$ cat config.mk
export PLATFORM = sky130hd
export DESIGN_NAME = pcie_cpl_tx
export DESIGN_NICKNAME = d
export VERILOG_FILES = /design/src/rtl/pcie_cpl_tx.sv
export SDC_FILE = /design/constraint.sdc
export NUM_CORES = 1
export LEC_CHECK = 0
export ABC_AREA = 0
export BUFFER_PORTS_ARGS = -buffer_cell sky130_fd_sc_hd__buf_2
export CAP_MARGIN = 10
export CORE_ASPECT_RATIO = 1.5
export CORE_MARGIN = 1
export CORE_UTILIZATION = 40
export DETAILED_ROUTE_END_ITERATION = 8
export HOLD_SLACK_MARGIN = 0.15
export SLEW_MARGIN = 10
export SYNTH_ARGS = -nofsm -noshare
export SYNTH_HDL_FRONTEND = slang
export SYNTH_SLANG_ARGS = --single-unit
$ cat constraint.sdc
create_clock -name clk_125 -period 2.69 [get_ports clk_125]
set_clock_uncertainty 0.1 [all_clocks]
set_input_delay 0.807 -clock clk_125 [delete_from_list [all_inputs] [get_ports clk_125]]
set_output_delay 0.807 -clock clk_125 [all_outputs]
set_load 0.1 [all_outputs]
$ cat src/rtl/pcie_cpl_tx.sv
// pcie_cpl_tx: single-DW completion transmitter for the PCIe VC0 TX port.
// Latches one completion request, waits for completion credits, requests
// the core and streams the TLP as 16-bit words. The packet is 8 words for
// CplD and 6 words for an Unsupported Request CPL. Every output is registered.
module pcie_cpl_tx #(
  parameter int CNT_W = 16
) (
  input  logic              clk_125,
  input  logic              sys_rst,
  input  logic [7:0]        bus_num,
  input  logic [4:0]        dev_num,
  input  logic [2:0]        func_num,
  input  logic              req_valid,
  output logic              req_ready,
  input  logic              req_ur,
  input  logic [15:0]       req_rid,
  input  logic [7:0]        req_tag,
  input  logic [6:0]        req_laddr,
  input  logic [31:0]       req_data,
  input  logic [8:0]        tx_ca_cplh,
  input  logic [12:0]       tx_ca_cpld,
  input  logic              tx_rdy,
  output logic              tx_req,
  output logic              tx_st,
  output logic              tx_end,
  output logic [15:0]       tx_data,
  output logic [CNT_W-1:0]  cpl_cnt
);

  typedef enum logic [1:0] {
    S_IDLE    = 2'd0,
    S_WAIT_CR = 2'd1,
    S_REQ     = 2'd2,
    S_SEND    = 2'd3
  } state_t;

  state_t             r_state;
  state_t             w_state_nxt;

  // Latched request, held unchanged for the whole TLP
  logic               r_ur,    w_ur_nxt;
  logic [15:0]        r_cid,   w_cid_nxt;
  logic [15:0]        r_rid,   w_rid_nxt;
  logic [7:0]         r_tag,   w_tag_nxt;
  logic [6:0]         r_laddr, w_laddr_nxt;
  logic [31:0]        r_data,  w_data_nxt;

  // Index of the word currently presented on tx_data
  logic [2:0]         r_idx,   w_idx_nxt;

  // Output registers
  logic               r_req_ready, w_req_ready_nxt;
  logic               r_tx_req,    w_tx_req_nxt;
  logic               r_tx_st,     w_tx_st_nxt;
  logic               r_tx_end,    w_tx_end_nxt;
  logic [15:0]        r_tx_data,   w_tx_data_nxt;
  logic [CNT_W-1:0]   r_cpl_cnt,   w_cpl_cnt_nxt;

  logic [2:0]         w_last_idx;
  logic [2:0]         w_idx_inc;
  logic               w_credit_ok;

  // Index of the final word: 5 for a data-less CPL, 7 for CplD
  function automatic logic [2:0] f_last_idx(input logic ur);
    if (ur) begin
      f_last_idx = 3'd5;
    end else begin
      f_last_idx = 3'd7;
    end
  endfunction

  // Completion TLP word generator: 3DW header followed by one data DW
  function automatic logic [15:0] f_cpl_word(
    input logic [2:0]  idx,
    input logic        ur,
    input logic [15:0] cid,
    input logic [15:0] rid,
    input logic [7:0]  tag,
    input logic [6:0]  laddr,
    input logic [31:0] data
  );
    case (idx)
      3'd0:    f_cpl_word = ur ? 16'h0A00 : 16'h4A00;     // fmt/type
      3'd1:    f_cpl_word = ur ? 16'h0000 : 16'h0001;     // length in DW
      3'd2:    f_cpl_word = cid;                          // completer ID
      3'd3:    f_cpl_word = ur ? 16'h2004 : 16'h0004;     // status, BCM, byte count
      3'd4:    f_cpl_word = rid;                          // requester ID
      3'd5:    f_cpl_word = {tag, 1'b0, laddr};           // tag, lower address
      3'd6:    f_cpl_word = data[31:16];
      3'd7:    f_cpl_word = data[15:0];
      default: f_cpl_word = 16'h0000;
    endcase
  endfunction

  assign w_last_idx  = f_last_idx(r_ur);
  assign w_idx_inc   = r_idx + 3'd1;
  // A CPL carries no payload, so only a header credit is needed for it
  assign w_credit_ok = (tx_ca_cplh != 9'd0) && (r_ur || (tx_ca_cpld != 13'd0));

  // Next-state and next-output computation
  always_comb begin
    w_state_nxt     = r_state;
    w_ur_nxt        = r_ur;
    w_cid_nxt       = r_cid;
    w_rid_nxt       = r_rid;
    w_tag_nxt       = r_tag;
    w_laddr_nxt     = r_laddr;
    w_data_nxt      = r_data;
    w_idx_nxt       = r_idx;
    w_req_ready_nxt = r_req_ready;
    w_tx_req_nxt    = r_tx_req;
    w_tx_st_nxt     = r_tx_st;
    w_tx_end_nxt    = r_tx_end;
    w_tx_data_nxt   = r_tx_data;
    w_cpl_cnt_nxt   = r_cpl_cnt;

    case (r_state)
      S_IDLE: begin
        // req_ready is registered, so a request is taken only once it is visible
        if (req_valid && r_req_ready) begin
          w_ur_nxt        = req_ur;
          w_cid_nxt       = {bus_num, dev_num, func_num};
          w_rid_nxt       = req_rid;
          w_tag_nxt       = req_tag;
          w_laddr_nxt     = req_laddr;
          w_data_nxt      = req_data;
          w_req_ready_nxt = 1'b0;
          w_state_nxt     = S_WAIT_CR;
        end else begin
          w_req_ready_nxt = 1'b1;
        end
      end

      S_WAIT_CR: begin
        if (w_credit_ok) begin
          w_tx_req_nxt = 1'b1;
          w_state_nxt  = S_REQ;
        end else begin
          w_tx_req_nxt = 1'b0;
        end
      end

      S_REQ: begin
        // Grant: drop the request and present word 0 on the next cycle
        if (tx_rdy) begin
          w_tx_req_nxt  = 1'b0;
          w_idx_nxt     = 3'd0;
          w_tx_st_nxt   = 1'b1;
          w_tx_end_nxt  = 1'b0;
          w_tx_data_nxt = f_cpl_word(3'd0, r_ur, r_cid, r_rid, r_tag, r_laddr, r_data);
          w_state_nxt   = S_SEND;
        end else begin
          w_tx_req_nxt  = 1'b1;
        end
      end

      S_SEND: begin
        // Without tx_rdy the current word, st and end simply hold
        if (tx_rdy) begin
          if (r_idx == w_last_idx) begin
            w_tx_st_nxt     = 1'b0;
            w_tx_end_nxt    = 1'b0;
            w_tx_data_nxt   = 16'h0000;
            w_idx_nxt       = 3'd0;
            w_cpl_cnt_nxt   = r_cpl_cnt + {{(CNT_W-1){1'b0}}, 1'b1};
            w_req_ready_nxt = 1'b1;
            w_state_nxt     = S_IDLE;
          end else begin
            w_idx_nxt       = w_idx_inc;
            w_tx_st_nxt     = 1'b0;
            w_tx_end_nxt    = (w_idx_inc == w_last_idx);
            w_tx_data_nxt   = f_cpl_word(w_idx_inc, r_ur, r_cid, r_rid, r_tag, r_laddr, r_data);
          end
        end else begin
          w_idx_nxt = r_idx;
        end
      end

      default: begin
        w_state_nxt     = S_IDLE;
        w_idx_nxt       = 3'd0;
        w_req_ready_nxt = 1'b0;
        w_tx_req_nxt    = 1'b0;
        w_tx_st_nxt     = 1'b0;
        w_tx_end_nxt    = 1'b0;
        w_tx_data_nxt   = 16'h0000;
      end
    endcase
  end

  // State, latched request and output registers with synchronous reset
  always_ff @(posedge clk_125) begin
    if (sys_rst) begin
      r_state     <= S_IDLE;
      r_ur        <= 1'b0;
      r_cid       <= 16'h0000;
      r_rid       <= 16'h0000;
      r_tag       <= 8'h00;
      r_laddr     <= 7'h00;
      r_data      <= 32'h0000_0000;
      r_idx       <= 3'd0;
      r_req_ready <= 1'b0;
      r_tx_req    <= 1'b0;
      r_tx_st     <= 1'b0;
      r_tx_end    <= 1'b0;
      r_tx_data   <= 16'h0000;
      r_cpl_cnt   <= {CNT_W{1'b0}};
    end else begin
      r_state     <= w_state_nxt;
      r_ur        <= w_ur_nxt;
      r_cid       <= w_cid_nxt;
      r_rid       <= w_rid_nxt;
      r_tag       <= w_tag_nxt;
      r_laddr     <= w_laddr_nxt;
      r_data      <= w_data_nxt;
      r_idx       <= w_idx_nxt;
      r_req_ready <= w_req_ready_nxt;
      r_tx_req    <= w_tx_req_nxt;
      r_tx_st     <= w_tx_st_nxt;
      r_tx_end    <= w_tx_end_nxt;
      r_tx_data   <= w_tx_data_nxt;
      r_cpl_cnt   <= w_cpl_cnt_nxt;
    end
  end

  assign req_ready = r_req_ready;
  assign tx_req    = r_tx_req;
  assign tx_st     = r_tx_st;
  assign tx_end    = r_tx_end;
  assign tx_data   = r_tx_data;
  assign cpl_cnt   = r_cpl_cnt;

endmodule
Word-level counts from Yosys, hierarchy flattened:

Cells that the tools add are included.
W data, S select, Z words.

* memories kept: 0
* RAM bits: 0
* latch bits: 0
* flip-flop bits (word level): 121
* memory bits (read-only): 0
* word-level logic and storage cells: 80
* input port bits: 106
* output and inout port bits: 36

* order comparisons: 0
* add/sub/neg operators: 2
* bitwise logic cells: 0
* muxes and demuxes: 32
* reduce and logical (&&, ||, !) cells: 15
* div/mod/pow operators: 0
* $mul: 0
* shift-type cells: 0
* equal/unequal tests: 17

Operators with widths (count)
* $pmux W16 S8: 1
* $mux W16: 3
* $pmux W16 S2: 1
* $add A16 B1 Y16 const B: 1
* $mux W15: 1
* $mux W14: 1
* $reduce_bool A13 Y1: 1
* $eq A3 B3 Y1 const B: 4
* $mux W2: 6
* $mux W1: 10
* $ne A2 B2 Y1 const B: 5
* $mux W3: 3
* $reduce_and A3 Y1: 3
* $reduce_bool A9 Y1: 1
* $pmux W1 S2: 4
* $pmux W2 S4: 1
* $eq A3 B2 Y1 const B: 2
* $eq A3 B3 Y1: 2
* $pmux W3 S2: 1
* $reduce_bool A2 Y1: 3
* $reduce_and A5 Y1: 1
* $eq A2 B2 Y1 const B: 2
* $add A3 B1 Y3 const B: 1
* $eq A3 B1 Y1 const B: 1
* 6 further kinds: 7

Depth between registers and ports, before layout:

Gate-level depths: netlist of the first run.

* depth after elaboration: 6
* mapped depth: 8
* depth with buffers taken out: 7

Worst setup path after synthesis of the first run:

No wires, ideal clock.

* path type: reg2reg
* start point: register r_cpl_cnt[3] (netlist: cpl_cnt[3])
* end point: register r_cpl_cnt[12] (netlist: cpl_cnt[12])
* setup slack: 0.468 ns
* data required time: 2.523 ns
* arrival: 2.055 ns
* clock period less this slack: 2.222 ns
* setup time: 0.067 ns
* stages on the path, launching flop included: 6
* path buffers: 0
* cells stage by stage: dfxtp_1 > nand4_1 > nor2_1 > nand4_1 > xor2_1 > nor2_1

* cells in the longest elaborated chain, start to end: 1

Ends and longest elaborated chain
* start, declared: RTL line 57 `logic [CNT_W-1:0] r_cpl_cnt, w_cpl_cnt_nxt;`
* start signal, assigned: RTL line 207 `r_cpl_cnt <= {CNT_W{1'b0}};`
* start signal, assigned: RTL line 222 `r_cpl_cnt <= w_cpl_cnt_nxt;`
* $add A16 B1 Y16: RTL line 165 `w_cpl_cnt_nxt = r_cpl_cnt + {{(CNT_W-1){1'b0}}, 1'b1};`

Every way passes these cells.
A chain may end at the register's enable or synchronous reset.

Worst setup path after layout of the first run:

* start point: register r_idx[1]
* end point: register r_tx_data[2] (netlist: tx_data[2])

* cells in the longest elaborated chain, start to end: 6
* elaborated cells on any way between the ends: 14
* those cells by class: add/sub (1); eq/ne (8); mux (4); reduce/logical (1)

Ends and longest elaborated chain
* start, declared: RTL line 49 `logic [2:0] r_idx, w_idx_nxt;`
* start signal, assigned: RTL line 216 `r_idx <= w_idx_nxt;`
* $add A3 B1 Y3: RTL line 96 `assign w_idx_inc = r_idx + 3'd1;`
* $eq A3 B3 Y1 (tied with other cells): RTL line 82 `case (idx)`
* $pmux W16 S8: RTL line 82
* $mux W16 (*): RTL line 160 `if (r_idx == w_last_idx) begin`
* $mux W16 (*): RTL line 159 `if (tx_rdy) begin`
* $pmux W16 S2 (*): RTL line 117 `case (r_state)`
* end signal, assigned: RTL line 221 `r_tx_data <= w_tx_data_nxt;`
* end, declared: RTL line 56 `logic [15:0] r_tx_data, w_tx_data_nxt;`

Every way passes the cells marked *; elsewhere a longest branch is shown, timed or not. The select of a mux whose other input is x is not followed.

==> flow_summary.toml, run 1 <==
[status]
status = "complete, no violations"

[cells_and_area]
n_antenna_cell = 0
final_nets = 903
fin_cells = 953
drive_above_1_share = 0.236
areaGrowthSynthToFinish_pct = 27.0
fill_cells = 1246

[timing]
min_period_ns = 2.34
clock.fmax_mhz = 427
setup_viol = 0
layout_setup_ws_ns = 0.350
worst_slew_pin_slew_ns = 0.604
hold_violations = 0
hold_ws_ns = 0.355
slew_violations = 0
grt_setup_unrepaired = "no"
setup_tns_ns = 0
post-route-period-util = 0.870
slew_headroom = 0.594

[setup_path]
crit_buf_inv = 1
cpLargestDelayFamily = "compound AO/OA/AOI/OAI gates"
crit_cells = 7
crit_slowest_cell = "dfxtp_1"
r2r_cells = 7
crit_chain = "ha_1 > xnor2_2 > buf_4 > o21ai_0 > o221ai_1 > a22oi_1 > nor2_1"
path_max_fanout = 26
critPathCaptureType = "flip-flop"
crit_required_ns = 2.88
r2r_slack_ns = 0.35
slowest_delay_ns = 0.48
crit_type = "flip-flop to flip-flop"
r2r-end = "tx_data[2]$_SDFFE_PP0P_"
crit_arrival_ns = 2.53
critPathLaunch = "r_idx[1]$_SDFFE_PP0P_"
r2r_start = "r_idx[1]$_SDFFE_PP0P_"
crit_end = "tx_data[2]$_SDFFE_PP0P_"
start_kind = "flip-flop"

[die]
pin_count = 142
design.core.area_sq_um = 12600
initial_utilization = 0.413
rows = 50
die_h_microns = 142
die-area_sq_um = 13400
fp.dieW_microns = 95.0

[drt]
drt_first_pass_iters = 7
drc = 0
first_iter_violations = 352
vias = 5021
wl_mm = 15.6
viasPerCell = 5.27
wl_per_cell_microns = 16.4
ant_nets = 0

[cts]
cts-root-buf = "clkbuf_16"
hold_buffers = 0
ctsLongestPathBuffers = 2
clkSlewWorstSetupHoldPaths_ns = 0.06
cts_sinks = 121
numCtsBuffers = 17
cts_setup_buffers = 0
cts_tree = "built"
cts_resized = 0
h-tree-depth = 4
clk-insertion-delay-late_ns = 0.42

[run]
cap_violations = 0

[synthesis]
synth_top_family_by_area = "simple AND/OR/NAND/NOR gates"
yosysTopAreaCell = "dfxtp_1"
async_flop_share = 0
synthTopCellsByCount = "nand2_1, dfxtp_1, a21oi_1, nor2_1, clkbuf_1"
synth_compound_area_frac = 0.191
postSynthAreaPerCell_sq_um = 7.83
synth-adder-area-share = 0.0265
muxShareOfSynthArea = 0.0169
synthSimpleGateAreaFrac = 0.221
ys_seq_area_frac = 0.467
yosysTopAreaCellShare = 0.467
syn_inst = 663
synth_nets = 780
synth-edff-count = 0
ys_seq_elements = 121
ys.flop_type = "dfxtp_1"
yosysWarnings = 0
syn_area_sq_um = 5190
synth.area.top_cells = "dfxtp_1, nand2_1, a21oi_1"
yosys.cell_types.count = 43
synth_most_common_cell = "nand2_1"
synth_xor_xnor_area_share = 0.0335

[place]
place_congestion = 0.868
dp.cells = 923
place_hpwl_mm = 11.2
portBuffers = 141
preCtsSetupSlack_ns = 0.292

[hold_path]
min_from = "r_rid[12]$_SDFFE_PP0P_"
min_path_type = "flip-flop to flip-flop"

[pwr]
powerDensity_nw_per_um2 = 825
p_leak_nw = 2.63
peakVddDrop_v = 0.000474
power_w = 0.00544

[global_routing]
antenna_found_initial = 0
grt.total_usage = 0.243
grt_pass1_wl_mm = 24.6
grt_max_degree = 81
grt_pass1_vias = 4824
grt-ovfl-total = 0
worst min-delay path: stages (launching register included):
cell and delay [ns]:
dfxtp_1 0.31, nand2_1 0.05, a21oi_1 0.05
worst min path at each step:
stage	end	slack (ns)	cells past startpoint
after CTS	r_rid[12]$_SDFFE_PP0P_	0.35	2
after global routing	r_laddr[1]$_SDFFE_PP0P_	0.37	2
after global placement	r_data[10]$_SDFFE_PP0P_	0.34	2
final	r_rid[12]$_SDFFE_PP0P_	0.36	2
after detailed placement	r_laddr[1]$_SDFFE_PP0P_	0.35	2
after floorplan	r_cid[14]$_SDFFE_PP0P_	0.33	2
per-stage QoR:
stage | utilization | cell area, sq um
floorplan | - | 5190
global placement | 0.480 | 6030
detailed placement | 0.480 | 6030
CTS | 0.524 | 6590
global route | 0.524 | 6590
finish | 0.524 | 6590
flip-flops by register name (all words and copies together), names as in the netlist:
register	count
r_rid	16
r_data	32
r_state	2
tx_st	1
r_ur	1
req_ready	1
cpl_cnt	16
tx_data	16
r_tag	8
r_laddr	7
r_cid	16
tx_end	1
r_idx	3
tx_req	1
kinds of logic (layout without fill, tap and decap cells):
logic type,Yosys count,in the layout
compound gates,166,166
xor+xnor,19,19
fa+ha+maj,11,11
buf+inv,57,191
flops,121,121
mux,8,8
simple gates,281,281
final cells by class:
type | count | area (sq um) | area share
Clock buffer | 22 | 464 | 0.0704
Multi-Input combinational cell | 485 | 2550 | 0.388
Tap cell | 156 | 195 | 0.0296
Inverter | 10 | 37.5 | 0.00569
Clock inverter | 8 | 97.6 | 0.0148
Sequential cell | 121 | 2420 | 0.367
Timing Repair Buffer | 151 | 821 | 0.125
layout by cell type, fill, tap and decap left out, types with 3 or more instances in the layout:
cell and count:
nand3_1 7, xor2_1 13, nor4_1 4, nand4_1 7, o21ai_0 17, a222oi_1 12
nor2_1 46, clkinvlp_4 3, clkbuf_16 17, ha_1 11, mux2i_1 5, nand2_1 195
inv_1 10, dfxtp_1 121, buf_12 3, buf_2 140, and3_1 4, a22oi_1 8
nor3_1 5, clkinv_2 3, and4_1 3, a21oi_1 107, buf_4 8, xnor2_1 5
clkbuf_1 3, o22ai_1 4
power by group:
group / total, W / leakage (nW) / switching, W / internal [W]
Combinational: 0.00109 / 1.38 / 0.000739 / 0.000353
Sequential: 0.00217 / 0.981 / 0.000163 / 0.00201
Clock: 0.00217 / 0.268 / 0.000780 / 0.00139
Total: 0.00544 / 2.63 / 0.00168 / 0.00375
routing by layer:
| metal | wire length [microns] | GRT usage |
|---|---|---|
| met2 | 8050 | 0.423 |
| met3 | 772 | 0.0504 |
| met5 | 0 | 0 |
| met4 | 529 | 0.123 |
| met1 | 6240 | 0.274 |
(Power assumes the default switching activity.)
==> run 2: changes to the inputs <==
- CORE_UTILIZATION: 40 -> 45
- PLACE_DENSITY: not set -> 0.7
==> run 2 against run 1 <==
Net effect: global-route usage grew 1.9 points; worst setup slack gained 0.052 ns; final cell count shrank 0.73%; sequential power is essentially flat; critical path depth is the same; via count grew 2.9%; design area grew 0.11%; register-to-register slack gained 0.05 ns; flip-flop and latch count is the same; combinational power is essentially flat; critical path type unchanged; largest power group is now the clock network.
==> flow_summary.toml, run 2 (synthesized netlist as in run 1, its figures left out) <==
[status]
status = "complete, no violations"

[setup_path]
crit_end = "tx_data[9]$_SDFFE_PP0P_"
r2r_cells = 7
start_kind = "flip-flop"
r2r-end = "tx_data[9]$_SDFFE_PP0P_"
crit_type = "flip-flop to flip-flop"
r2r_start = "r_idx[0]$_SDFFE_PP0P_"
critPathLaunch = "r_idx[0]$_SDFFE_PP0P_"
path_max_fanout = 20
r2r_slack_ns = 0.40
crit_required_ns = 2.88
crit_arrival_ns = 2.48
critPathCaptureType = "flip-flop"

[cells_and_area]
final_cell_mix = "nand2_1, buf_2, dfxtp_1"
largest_register = "r_data"
drive_above_1_share = 0.238
largest_reg_flops = 32
final_common_cell = "nand2_1"
areaGrowthSynthToFinish_pct = 27.1
n_antenna_cell = 0
final_nets = 904

[drt]
drc = 0
first_iter_violations = 319
ant_nets = 0
drt_first_pass_iters = 6
wl_mm = 15.1
vias = 5167
wl_per_cell_microns = 16.0
viasPerCell = 5.46

[die]
design.core.area_sq_um = 11100
die_h_microns = 134
initial_utilization = 0.467
die-area_sq_um = 12000
pin_count = 142
rows = 47
fp.dieW_microns = 89.7

[timing]
worst_slew_pin_slew_ns = 0.694
slew_violations = 0
post-route-period-util = 0.851
clock.fmax_mhz = 437
setup_viol = 0
hold_violations = 0
setup_tns_ns = 0
layout_setup_ws_ns = 0.402
grt_setup_unrepaired = "no"
hold_ws_ns = 0.352
min_period_ns = 2.29
slew_headroom = 0.537

[cts]
hold_buffers = 0
cts-root-buf = "clkbuf_16"
cts_resized = 0
clkSlewWorstSetupHoldPaths_ns = 0.05
ctsLongestPathBuffers = 2
cts_setup_buffers = 0
numCtsBuffers = 17
h-tree-depth = 4
clk-insertion-delay-late_ns = 0.41
cts_sinks = 121
cts_tree = "built"

[pwr]
p_leak_nw = 2.65
powerDensity_nw_per_um2 = 827
power_w = 0.00546
peakVddDrop_v = 0.000476

[place]
place_congestion = 0.856
portBuffers = 141
preCtsSetupSlack_ns = 0.336
place_hpwl_mm = 10.9

[global_routing]
grt_pass1_wl_mm = 23.5
grt.total_usage = 0.261
grt_pass1_vias = 4920
antenna_found_initial = 0
grt_max_degree = 81
grt-ovfl-total = 0

[hold_path]
min_path_type = "flip-flop to flip-flop"

[run]
cap_violations = 0
[run 2: changes by cell type in the layout (fill, tap and decap cells not counted)]
cell	previous run	this run
buf_4	8	9
clkbuf_8	2	3
clkinv_2	3	4
clkinvlp_4	3	2
[run 2: worst min path at each step]
stage | slack, ns | endpoint | from | cells past startpoint
3_3_place_gp | 0.34 | r_cid[8]$_SDFFE_PP0P_ | r_cid[8]$_SDFFE_PP0P_ | 2
6_report | 0.35 | r_data[26]$_SDFFE_PP0P_ | r_data[26]$_SDFFE_PP0P_ | 2
5_1_grt | 0.37 | r_cid[9]$_SDFFE_PP0P_ | r_cid[9]$_SDFFE_PP0P_ | 2
2_1_floorplan | 0.33 | r_cid[14]$_SDFFE_PP0P_ | r_cid[14]$_SDFFE_PP0P_ | 2
4_1_cts | 0.35 | r_data[26]$_SDFFE_PP0P_ | r_data[26]$_SDFFE_PP0P_ | 2
3_5_place_dp | 0.35 | r_cid[9]$_SDFFE_PP0P_ | r_cid[9]$_SDFFE_PP0P_ | 2
[run 2: critical path, stage by stage, from the launching register on]
cell and delay, ns:
dfxtp_1 0.39, ha_1 0.33, xnor2_2 0.37, buf_4 0.33
mux2i_1 0.24, o22ai_1 0.12, o21ai_0 0.19, o31ai_1 0.09
[run 2: per-stage QoR]
stage,cell area (sq um),utilization,std cells
6_report,6600,0.594,946
3_3_place_gp,6030,0.542,915
2_1_floorplan,5190,-,663
3_5_place_dp,6030,0.542,915
5_1_grt,6600,0.594,946
4_1_cts,6600,0.594,946
[run 2: layer usage]
metal	vias up	track usage	share of wire
met5	-	0	0
met4	0	0.190	0.068
met3	58	0.0514	0.061
met2	230	0.437	0.50
met1	2371	0.285	0.37
li1	2508	-	-
[run 2: cell type report]
cell class / instances / area (sq um)
Tap cell: 147 / 184
Timing Repair Buffer: 152 / 828
Fill cell: 1019 / 4510
Inverter: 10 / 37.5
Sequential cell: 121 / 2420
Multi-Input combinational cell: 485 / 2550
Clock inverter: 8 / 95.1
Clock buffer: 23 / 478
[run 2: power breakdown]
part | internal, W | switching [W] | leakage, nW
registers | 0.00201 | 0.000161 | 0.981
clock network | 0.00142 | 0.000773 | 0.279
logic | 0.000354 | 0.000741 | 1.39
total | 0.00378 | 0.00167 | 2.65
